$ cat src/rtl/if_fetch_queue.sv
// Instruction-fetch queue: issues imem requests at the current PC, tracks in-order
// responses and hands {pc, inst, adef} entries to decode through a valid/ready handshake.
module if_fetch_queue #(
    parameter int DEPTH = 4,
    parameter int PTR_W = $clog2(DEPTH)
) (
    input  logic              clk,
    input  logic              rst,
    input  logic [31:0]       pc,
    output logic              pc_write,
    input  logic              flush,
    output logic              imem_req,
    output logic [31:0]       imem_addr,
    input  logic              imem_gnt,
    input  logic              imem_rvalid,
    input  logic [31:0]       imem_rdata,
    output logic              id_valid,
    output logic [31:0]       id_pc,
    output logic [31:0]       id_inst,
    output logic              id_adef,
    input  logic              id_ready
);

    localparam int CNT_W  = PTR_W + 1;
    localparam int DROP_W = 8;
    localparam logic [CNT_W-1:0] DEPTH_C = CNT_W'(DEPTH);

    // Queue bookkeeping
    logic [PTR_W-1:0]  head_reg, head_next;
    logic [PTR_W-1:0]  tail_reg, tail_next;
    logic [CNT_W-1:0]  count_reg, count_next;
    logic [CNT_W-1:0]  pend_reg, pend_next;
    logic [DROP_W-1:0] drop_cnt_reg, drop_cnt_next;

    // Slot storage
    logic [31:0] slot_pc_reg     [DEPTH];
    logic [31:0] slot_inst_reg   [DEPTH];
    logic        slot_adef_reg   [DEPTH];
    logic        slot_filled_reg [DEPTH];

    logic             has_room;
    logic             aligned;
    logic             req_alloc;
    logic             adef_alloc;
    logic             alloc;
    logic             drop_rsp;
    logic             fill_en;
    logic             deq;
    logic             rsp_consumed;
    logic [PTR_W-1:0] fill_ptr;

    logic [DEPTH-1:0] wr_alloc;
    logic [DEPTH-1:0] wr_fill;
    logic [DEPTH-1:0] wr_deq;

    // ------------------------------------------------------------------
    // Issue / fill / dequeue decisions
    // ------------------------------------------------------------------
    always_comb begin
        has_room   = (count_reg < DEPTH_C);
        aligned    = (pc[1:0] == 2'b00);
        imem_req   = !rst && !flush && has_room && aligned;
        imem_addr  = pc;
        req_alloc  = imem_req && imem_gnt;
        // A misaligned entry waits until every earlier fetch has returned so
        // the queue stays in program order.
        adef_alloc = !rst && !flush && has_room && !aligned && (pend_reg == '0);
        alloc      = req_alloc || adef_alloc;
        pc_write   = !rst && (req_alloc || adef_alloc || flush);

        drop_rsp     = imem_rvalid && (drop_cnt_reg != '0);
        fill_en      = imem_rvalid && (drop_cnt_reg == '0) && (pend_reg != '0);
        rsp_consumed = drop_rsp || fill_en;
        // Oldest unfilled slot sits pend_reg positions behind the tail.
        fill_ptr     = tail_reg - pend_reg[PTR_W-1:0];

        id_valid = (count_reg != '0) && slot_filled_reg[head_reg];
        id_pc    = slot_pc_reg[head_reg];
        id_inst  = slot_inst_reg[head_reg];
        id_adef  = slot_adef_reg[head_reg];
        deq      = id_valid && id_ready && !flush;
    end

    // ------------------------------------------------------------------
    // Pointer / counter next state
    // ------------------------------------------------------------------
    always_comb begin
        head_next     = head_reg;
        tail_next     = tail_reg;
        count_next    = count_reg;
        pend_next     = pend_reg;
        drop_cnt_next = drop_cnt_reg;
        if (flush) begin
            head_next  = '0;
            tail_next  = '0;
            count_next = '0;
            pend_next  = '0;
            // Everything still owed by memory for the flushed slots becomes stale.
            drop_cnt_next = drop_cnt_reg + DROP_W'(pend_reg) - DROP_W'(rsp_consumed);
        end else begin
            if (alloc)
                tail_next = tail_reg + PTR_W'(1);
            if (deq)
                head_next = head_reg + PTR_W'(1);
            count_next    = count_reg + CNT_W'(alloc) - CNT_W'(deq);
            pend_next     = pend_reg + CNT_W'(req_alloc) - CNT_W'(fill_en);
            drop_cnt_next = drop_cnt_reg - DROP_W'(drop_rsp);
        end
    end

    always_ff @(posedge clk) begin
        if (rst) begin
            head_reg     <= '0;
            tail_reg     <= '0;
            count_reg    <= '0;
            pend_reg     <= '0;
            drop_cnt_reg <= '0;
        end else begin
            head_reg     <= head_next;
            tail_reg     <= tail_next;
            count_reg    <= count_next;
            pend_reg     <= pend_next;
            drop_cnt_reg <= drop_cnt_next;
        end
    end

    // ------------------------------------------------------------------
    // Per-slot write strobes
    // ------------------------------------------------------------------
    generate
        for (genvar gi = 0; gi < DEPTH; gi++) begin : g_slot_sel
            assign wr_alloc[gi] = alloc   && (tail_reg == PTR_W'(gi));
            assign wr_fill[gi]  = fill_en && (fill_ptr == PTR_W'(gi));
            assign wr_deq[gi]   = deq     && (head_reg == PTR_W'(gi));
        end
    endgenerate

    // Alloc, fill and dequeue always target distinct slots in the same cycle.
    always_ff @(posedge clk) begin
        for (int i = 0; i < DEPTH; i++) begin
            if (rst) begin
                slot_pc_reg[i]     <= '0;
                slot_inst_reg[i]   <= '0;
                slot_adef_reg[i]   <= 1'b0;
                slot_filled_reg[i] <= 1'b0;
            end else if (flush) begin
                slot_filled_reg[i] <= 1'b0;
            end else if (wr_alloc[i]) begin
                slot_pc_reg[i]     <= pc;
                slot_inst_reg[i]   <= '0;
                slot_adef_reg[i]   <= adef_alloc;
                slot_filled_reg[i] <= adef_alloc;
            end else if (wr_fill[i]) begin
                slot_inst_reg[i]   <= imem_rdata;
                slot_filled_reg[i] <= 1'b1;
            end else if (wr_deq[i]) begin
                slot_filled_reg[i] <= 1'b0;
            end
        end
    end

    // A response with nothing outstanding means the memory broke ordering rules.
    a_no_orphan_rsp: assert property (@(posedge clk) disable iff (rst)
        !(imem_rvalid && (drop_cnt_reg == '0) && (pend_reg == '0)));

endmodule

$ cat config.mk
export PLATFORM = sky130hd
export DESIGN_NAME = if_fetch_queue
export DESIGN_NICKNAME = d
export VERILOG_FILES = /design/src/rtl/if_fetch_queue.sv
export SDC_FILE = /design/constraint.sdc
export NUM_CORES = 1
export LEC_CHECK = 0
export CORE_MARGIN = 2
export CORE_UTILIZATION = 30
export CTS_BUF_LIST = sky130_fd_sc_hd__clkbuf_4
export DETAILED_ROUTE_END_ITERATION = 8
export PLACE_DENSITY = 0.5
export SYNTH_ARGS = -nofsm -noshare
export SYNTH_HDL_FRONTEND = slang
export SYNTH_SLANG_ARGS = --single-unit
export TNS_END_PERCENT = 10
$ cat constraint.sdc
create_clock -name clk -period 3.4 [get_ports clk]
set_clock_uncertainty 0.1 [all_clocks]
set_input_delay 0.51 -clock clk [delete_from_list [all_inputs] [get_ports clk]]
set_output_delay 0.51 -clock clk [all_outputs]
set_load 0.05 [all_outputs]
==> flow_metrics.env, run 1 <==
export IMPL_initial_core_util_pct=30.22
export IMPL_drtAntennaViolNets=0
export IMPL_power_leakage_uw=0.006421
export IMPL_p_clk_share_pct=36.0
export IMPL_grt_max_degree=47
export IMPL_row_count=79
export IMPL_synth_top_cell_by_area="edfxtp_1"
export IMPL_pwr_share_comb_pct=17.0
export IMPL_worstMarginPinSlew_ns=0.6818
export IMPL_powerDensity_nw_per_um2=497.6
export IMPL_cts_buffers=78
export IMPL_clk_path_buf_depth=3
export IMPL_fin_cells=1776
export IMPL_critical_path_arrival_ns=3.66
export IMPL_holdWs_ns=0.3872
export IMPL_status="finished, final reports clean"
export IMPL_crit_chain="inv_2 > ha_1 > and4bb_2 > nand2_1 > o21a_1 > ha_1 > inv_1 > ha_1 > inv_1 > fa_2 > nor2b_2 > o31ai_2 > mux2_2 > a2111oi_2"
export IMPL_max_slew_margin_pct=54.54
export IMPL_worst_path_max_delay_cell="fa_2"
export IMPL_nets=1208
export IMPL_place_area_um2=16360
export IMPL_synth_area_um2=13980
export IMPL_drc=0
export IMPL_netSwitchingFraction_pct=27.26
export IMPL_critPathLaunchType="register"
export IMPL_cts_root_buf="clkbuf_4"
export IMPL_fp_coreArea_um2=46260
export IMPL_period_minus_slack_ns=3.099
export IMPL_dp_final_hpwl_um=20980
export IMPL_yosysSeqAreaShare_pct=59.57
export IMPL_cts_max_level=3
export IMPL_wl_per_cell_um=19.73
export IMPL_ctsHoldBuffers=0
export IMPL_final_common_cell="edfxtp_1"
export IMPL_path_class="register to register"
export IMPL_wirelength_um=35050
export IMPL_drv_slew=0
export IMPL_io_pins=170
export IMPL_grt_usage_pct=14.82
export IMPL_max_freq_ghz=0.3227
export IMPL_die_x_um=219.9
export IMPL_drv_cap=0
export IMPL_end_kind="register"
export IMPL_drt_pass1_iter_count=4
export IMPL_drtIter0Drc=380
export IMPL_peakVddDrop_uv=160.3
export IMPL_r2r_slack_ns=0.30
export IMPL_fin_area_um2=17330
export IMPL_yosys_warnings=0
export IMPL_critical_path_max_stage_delay_ns=0.36
export IMPL_synth_avg_cell_area_um2=15.43
export IMPL_synth_top_area_share_pct=56.70
export IMPL_final_cell_mix="edfxtp_1 (264), and2_1 (191), clkbuf_4 (121), clkdlybuf4s50_1 (101), mux4_2 (66)"
export IMPL_syn_inst=906
export IMPL_clkTransAtPathRegs_ns=0.06
export IMPL_postCtsSetupBuffers=0
export IMPL_dp_slack_ns=0.1232
export IMPL_fillCellCount=4457
export IMPL_io_buffers=169
export IMPL_cts_tree="done"
export IMPL_required_ns=3.96
export IMPL_antenna_found_initial=3
export IMPL_cts_sinks=284
export IMPL_grt_setup_unrepaired="no"
export IMPL_power_switching_uw=2350
export IMPL_grt_pass1_wl_um=52640
export IMPL_yosys_cell_types_count=60
export IMPL_worstSkewPairLatency_ns=0.76
export IMPL_routed_via_count=8146
export IMPL_min_delay_path_class="input pin to register"
export IMPL_synthTopCellsByArea="edfxtp_1 (57%), mux4_2 (11%), and2_1 (8.5%), nor3b_2 (5.1%), dfxtp_1 (2.9%)"
export IMPL_setup_viol=0
export IMPL_synthesis_nets=1009
export IMPL_area_growth_pct=23.93
export IMPL_die_h_um=219.9
export IMPL_ys_flop_type="edfxtp_1"
export IMPL_cp_common_cell="ha_1"
export IMPL_globalplace_congestion=0.7361
export IMPL_fin_ws_ns=0.3012
export IMPL_tns_ns=0
export IMPL_synth_edff_count=264
export IMPL_dp_cells=1632
export IMPL_async_flop_share_pct=0
export IMPL_p_int_uw=6271
export IMPL_viasPerCell=4.587
export IMPL_die_area_um2=48350
export IMPL_hold_viol=0
export IMPL_grt_pass1_vias=8774
export IMPL_critPathMaxFanout=4
export IMPL_overflow=0
export IMPL_fin_crit_sh_pct=91.14
export IMPL_ys_seq_elements=284
export IMPL_drive_gt1_share_pct=28.35
export IMPL_power_share_sequential_pct=47.0
-- cell families (layout without fill, tap and decap cells) --
family | Yosys count | after routing | synth area share, %
AOI/OAI and AO/OA | 46 | 46 | 2.381
xor gates and xnor gates | 14 | 14 | 0.9845
adders and majority gates | 33 | 33 | 3.114
buffers and inverters | 120 | 378 | 5.164
DFF | 284 | 284 | 59.57
muxes | 68 | 68 | 10.79
other | 0 | 5 | 0
and+or+nand+nor | 341 | 341 | 18.00
-- stage by stage --
step | total power, uW | utilization [%]
after floorplan | 5090 | -
after global routing | 9063 | 37.46
after detailed placement | 5621 | 35.36
final | 8621 | 37.46
after CTS | 8759 | 37.38
after global placement | 5623 | 35.36
-- power by group through the flow --
| stage | combinational [uW] | sequential (uW) | clock (uW) |
|---|---|---|---|
| final | 1460 | 4050 | 3100 |
| after global routing | 1590 | 4070 | 3400 |
| after CTS | 1460 | 4060 | 3240 |
| after detailed placement | 1490 | 4130 | 0 |
| after global placement | 1500 | 4120 | 0 |
| after floorplan | 979 | 4110 | 0 |
-- routing by layer --
layer	routed length (um)	global-route usage, %	vias to the layer above
li1	-	-	3793
met1	15810	19.26	4113
met2	16910	23.79	171
met3	1394	3.368	69
met4	927	6.264	0
met5	0	0	-
-- worst max-delay path, delay by kind of cell (launching register included) --
kind | cells | cell delay [ns]
mux | 1 | 0.28
flops | 1 | 0.34
simple gates | 3 | 0.50
fa+ha+maj | 4 | 0.96
buf+inv | 3 | 0.22
compound gates | 3 | 0.60
-- synthesized netlist by cell type (all sizes together), types with 11 or more instances --
master and n:
edfxtp 264, xnor2 11, nor3b 65, inv 31, clkbuf 15, mux4 66
and2 191, dfxtp 20, ha 30, buf 74, nor2 20
-- final timing paths --
path / cells after the start / end / startpoint
setup / recovery: 14 / drop_cnt_reg[6]$_SDFF_PP0_ / drop_cnt_reg[4]$_SDFF_PP0_
hold / removal: 2 / slot_inst_reg[2][28]$_SDFFCE_PN0P_ / imem_rdata[28]
setup reg to reg: 14 / drop_cnt_reg[6]$_SDFF_PP0_ / drop_cnt_reg[4]$_SDFF_PP0_
hold reg to reg: 2 / count_reg[2]$_SDFF_PP0_ / count_reg[2]$_SDFF_PP0_
-- timing repair --
action / 4_1_cts / 5_1_grt
setup endpoints to repair: 63 / 3
resized for setup: 63 / 8
cloned: 0 / 0
-- area by class of cell --
class                           count  area, um2  area share [%]
Sequential cell                   284       8335           48.11
Multi-Input combinational cell    502       4977           28.73
Timing Repair Buffer              208       2121           12.24
Clock buffer                      121      908.4           5.243
Tap cell                          607      759.5           4.383
Inverter                           31      116.4          0.6716
Clock inverter                     18      96.34          0.5560
Antenna cell                        5      12.51         0.07221
Note: power is estimated with default switching activity, not from simulation.
==> run 2: changes to the inputs <==
==> constraint.sdc (replaced) <==
create_clock -name clk -period 3.4 [get_ports clk]
set_clock_uncertainty 0.1 [all_clocks]
set_input_delay 0.85 -clock clk [delete_from_list [all_inputs] [get_ports clk]]
set_output_delay 0.85 -clock clk [all_outputs]
set_load 0.05 [all_outputs]
==> run 2 against run 1 <==
Effect of this change:
- die area did not move
- via count rose by 0.37%
- count of clock-buffer cells in the layout fell by 11
- worst hold slack improved by 0.087 ns
- final cell count rose by 0.39%
- core utilization barely moved
- routed wire length rose by 2.6%
- sequential cell count did not move
- non-clock buffer count rose by 18
- sequential power barely moved
- critical path type is now input pin to primary output
- critical endpoint is now pc_write
==> flow_metrics.env, run 2 (same netlist as run 1, synthesis figures left out) <==
export IMPL_fin_crit_sh_pct=96.37
export IMPL_hold_viol=0
export IMPL_io_pins=170
export IMPL_crit_path_start="rst"
export IMPL_cts_sinks=284
export IMPL_dp_final_hpwl_um=21270
export IMPL_wirelength_um=35950
export IMPL_multiInputGateArea_um2=4980
export IMPL_die_area_um2=48350
export IMPL_drtAntennaViolNets=0
export IMPL_row_count=79
export IMPL_period_minus_slack_ns=3.277
export IMPL_worstMarginPinSlew_ns=0.6512
export IMPL_final_common_cell="edfxtp_1"
export IMPL_crit_chain="clkdlybuf4s50_1 > or3_4 > nor3_4 > nor2_1 > o21ai_1 > buf_12"
export IMPL_required_ns=2.45
export IMPL_place_area_um2=16340
export IMPL_critical_path_arrival_ns=2.33
export IMPL_grt_pass1_vias=8963
export IMPL_die_h_um=219.9
export IMPL_setup_viol=0
export IMPL_fp_coreArea_um2=46260
export IMPL_routed_via_count=8176
export IMPL_fillCellCount=4449
export IMPL_drtIter0Drc=441
export IMPL_clkTransAtPathRegs_ns=0.07
export IMPL_drv_cap=0
export IMPL_power_uw=8506
export IMPL_peakVddDrop_uv=160.9
export IMPL_min_delay_path_class="register to register"
export IMPL_grt_pass1_wl_um=54130
export IMPL_initial_core_util_pct=30.22
export IMPL_viasPerCell=4.586
export IMPL_worstSkewPairLatency_ns=0.78
export IMPL_critPathMaxFanout=4
export IMPL_drv_slew=0
export IMPL_clk_path_buf_depth=3
export IMPL_powerDensity_nw_per_um2=491.2
export IMPL_cts_root_buf="clkbuf_4"
export IMPL_path_class="input pin to primary output"
export IMPL_power_leakage_uw=0.006427
export IMPL_cts_buffers=85
export IMPL_nets=1233
export IMPL_postCtsSetupBuffers=0
export IMPL_critical_path_max_stage_delay_ns=0.47
export IMPL_grt_usage_pct=15.25
export IMPL_grt_max_degree=66
export IMPL_max_slew_margin_pct=56.58
export IMPL_overflow=0
export IMPL_fin_area_um2=17320
export IMPL_worst_path_max_delay_cell="clkdlybuf4s50_1"
export IMPL_die_x_um=219.9
export IMPL_cts_max_level=3
export IMPL_globalplace_congestion=0.7505
export IMPL_wl_per_cell_um=20.16
export IMPL_min_from="count_reg[0]$_SDFF_PP0_"
export IMPL_end_kind="primary output"
export IMPL_drt_pass1_iter_count=4
export IMPL_max_freq_ghz=0.3052
export IMPL_status="finished, final reports clean"
export IMPL_antenna_found_initial=2
export IMPL_io_buffers=169
export IMPL_regArea_um2=8335
export IMPL_drive_gt1_share_pct=37.39
export IMPL_rr_startpoint="drop_cnt_reg[4]$_SDFF_PP0_"
export IMPL_drc=0
export IMPL_cts_tree="done"
export IMPL_final_cell_mix="edfxtp_1 (264), and2_1 (191), buf_4 (131), clkbuf_4 (110), clkdlybuf4s50_1 (69)"
export IMPL_area_growth_pct=23.87
export IMPL_critPathLaunchType="input pin"
==> run 2: final timing paths <==
check	endpoint	slack, ns	cells after the start
hold reg to reg	count_reg[0]$_SDFF_PP0_	0.47	2
hold / removal	count_reg[0]$_SDFF_PP0_	0.47	2
setup reg to reg	drop_cnt_reg[6]$_SDFF_PP0_	0.20	14
setup / recovery	pc_write	0.12	6
==> run 2: area by class of cell <==
class | count | area share [%]
Antenna cell | 2 | 0.02890
Clock buffer | 110 | 4.768
Clock inverter | 21 | 0.5491
Inverter | 31 | 0.6719
Multi-Input combinational cell | 502 | 28.76
Sequential cell | 284 | 48.13
Tap cell | 607 | 4.386
Timing Repair Buffer | 226 | 12.71
==> run 2: worst max-delay path: cells and delay by family <==
family                 cells  cell delay (ns)
buffers and inverters      2             0.65
AND/OR/NAND/NOR            3             0.67
AO/OA/AOI/OAI              1             0.16
==> run 2: metrics by stage <==
stage | hold WS (ns) | setup TNS, ns | setup WS, ns | utilization, % | std cells
after CTS | 0.4672 | -0.005295 | -0.005295 | 37.40 | 1781
final | 0.4739 | 0 | 0.1233 | 37.44 | 1783
after global placement | 0.4514 | -0.1035 | -0.08197 | 35.33 | 1649
after global routing | 0.5080 | -0.01194 | -0.009034 | 37.44 | 1783
after floorplan | 0.4067 | -5.947 | -0.09311 | - | 906
after detailed placement | 0.4542 | -0.1941 | -0.1352 | 35.33 | 1649
==> run 2: routing by layer <==
metal  up-vias  wire, um  global-route usage [%]
li1       3833         -                       -
met1      4091     15700                   19.84
met2       197     17740                   24.77
met3        55      1831                   3.671
met4         0       674                   5.459
met5         -         0                       0
==> run 2: where the power goes <==
| group | switching [uW] | leakage, uW | total (uW) | internal [uW] |
|---|---|---|---|---|
| combinational | 879 | 0.00295 | 1500 | 625 |
| clock | 1460 | 0.000569 | 2950 | 1490 |
| sequential | 65.0 | 0.00291 | 4060 | 3990 |
==> run 2: what timing repair did <==
item,4_1_cts,5_1_grt
gates cloned,1,0
hold buffers,0,0
setup endpoints to repair,52,7
resized for setup,3,6
==> run 3: changes to the inputs <==
--- a/config.mk
+++ b/config.mk
@@ -10,6 +10,7 @@
 export CTS_BUF_LIST = sky130_fd_sc_hd__clkbuf_4
 export DETAILED_ROUTE_END_ITERATION = 8
 export PLACE_DENSITY = 0.5
+export SLEW_MARGIN = 40
 export SYNTH_ARGS = -nofsm -noshare
 export SYNTH_HDL_FRONTEND = slang
 export SYNTH_SLANG_ARGS = --single-unit
==> results of run 3 <==
Final layout, timing and power as in run 2 (identical DEF).
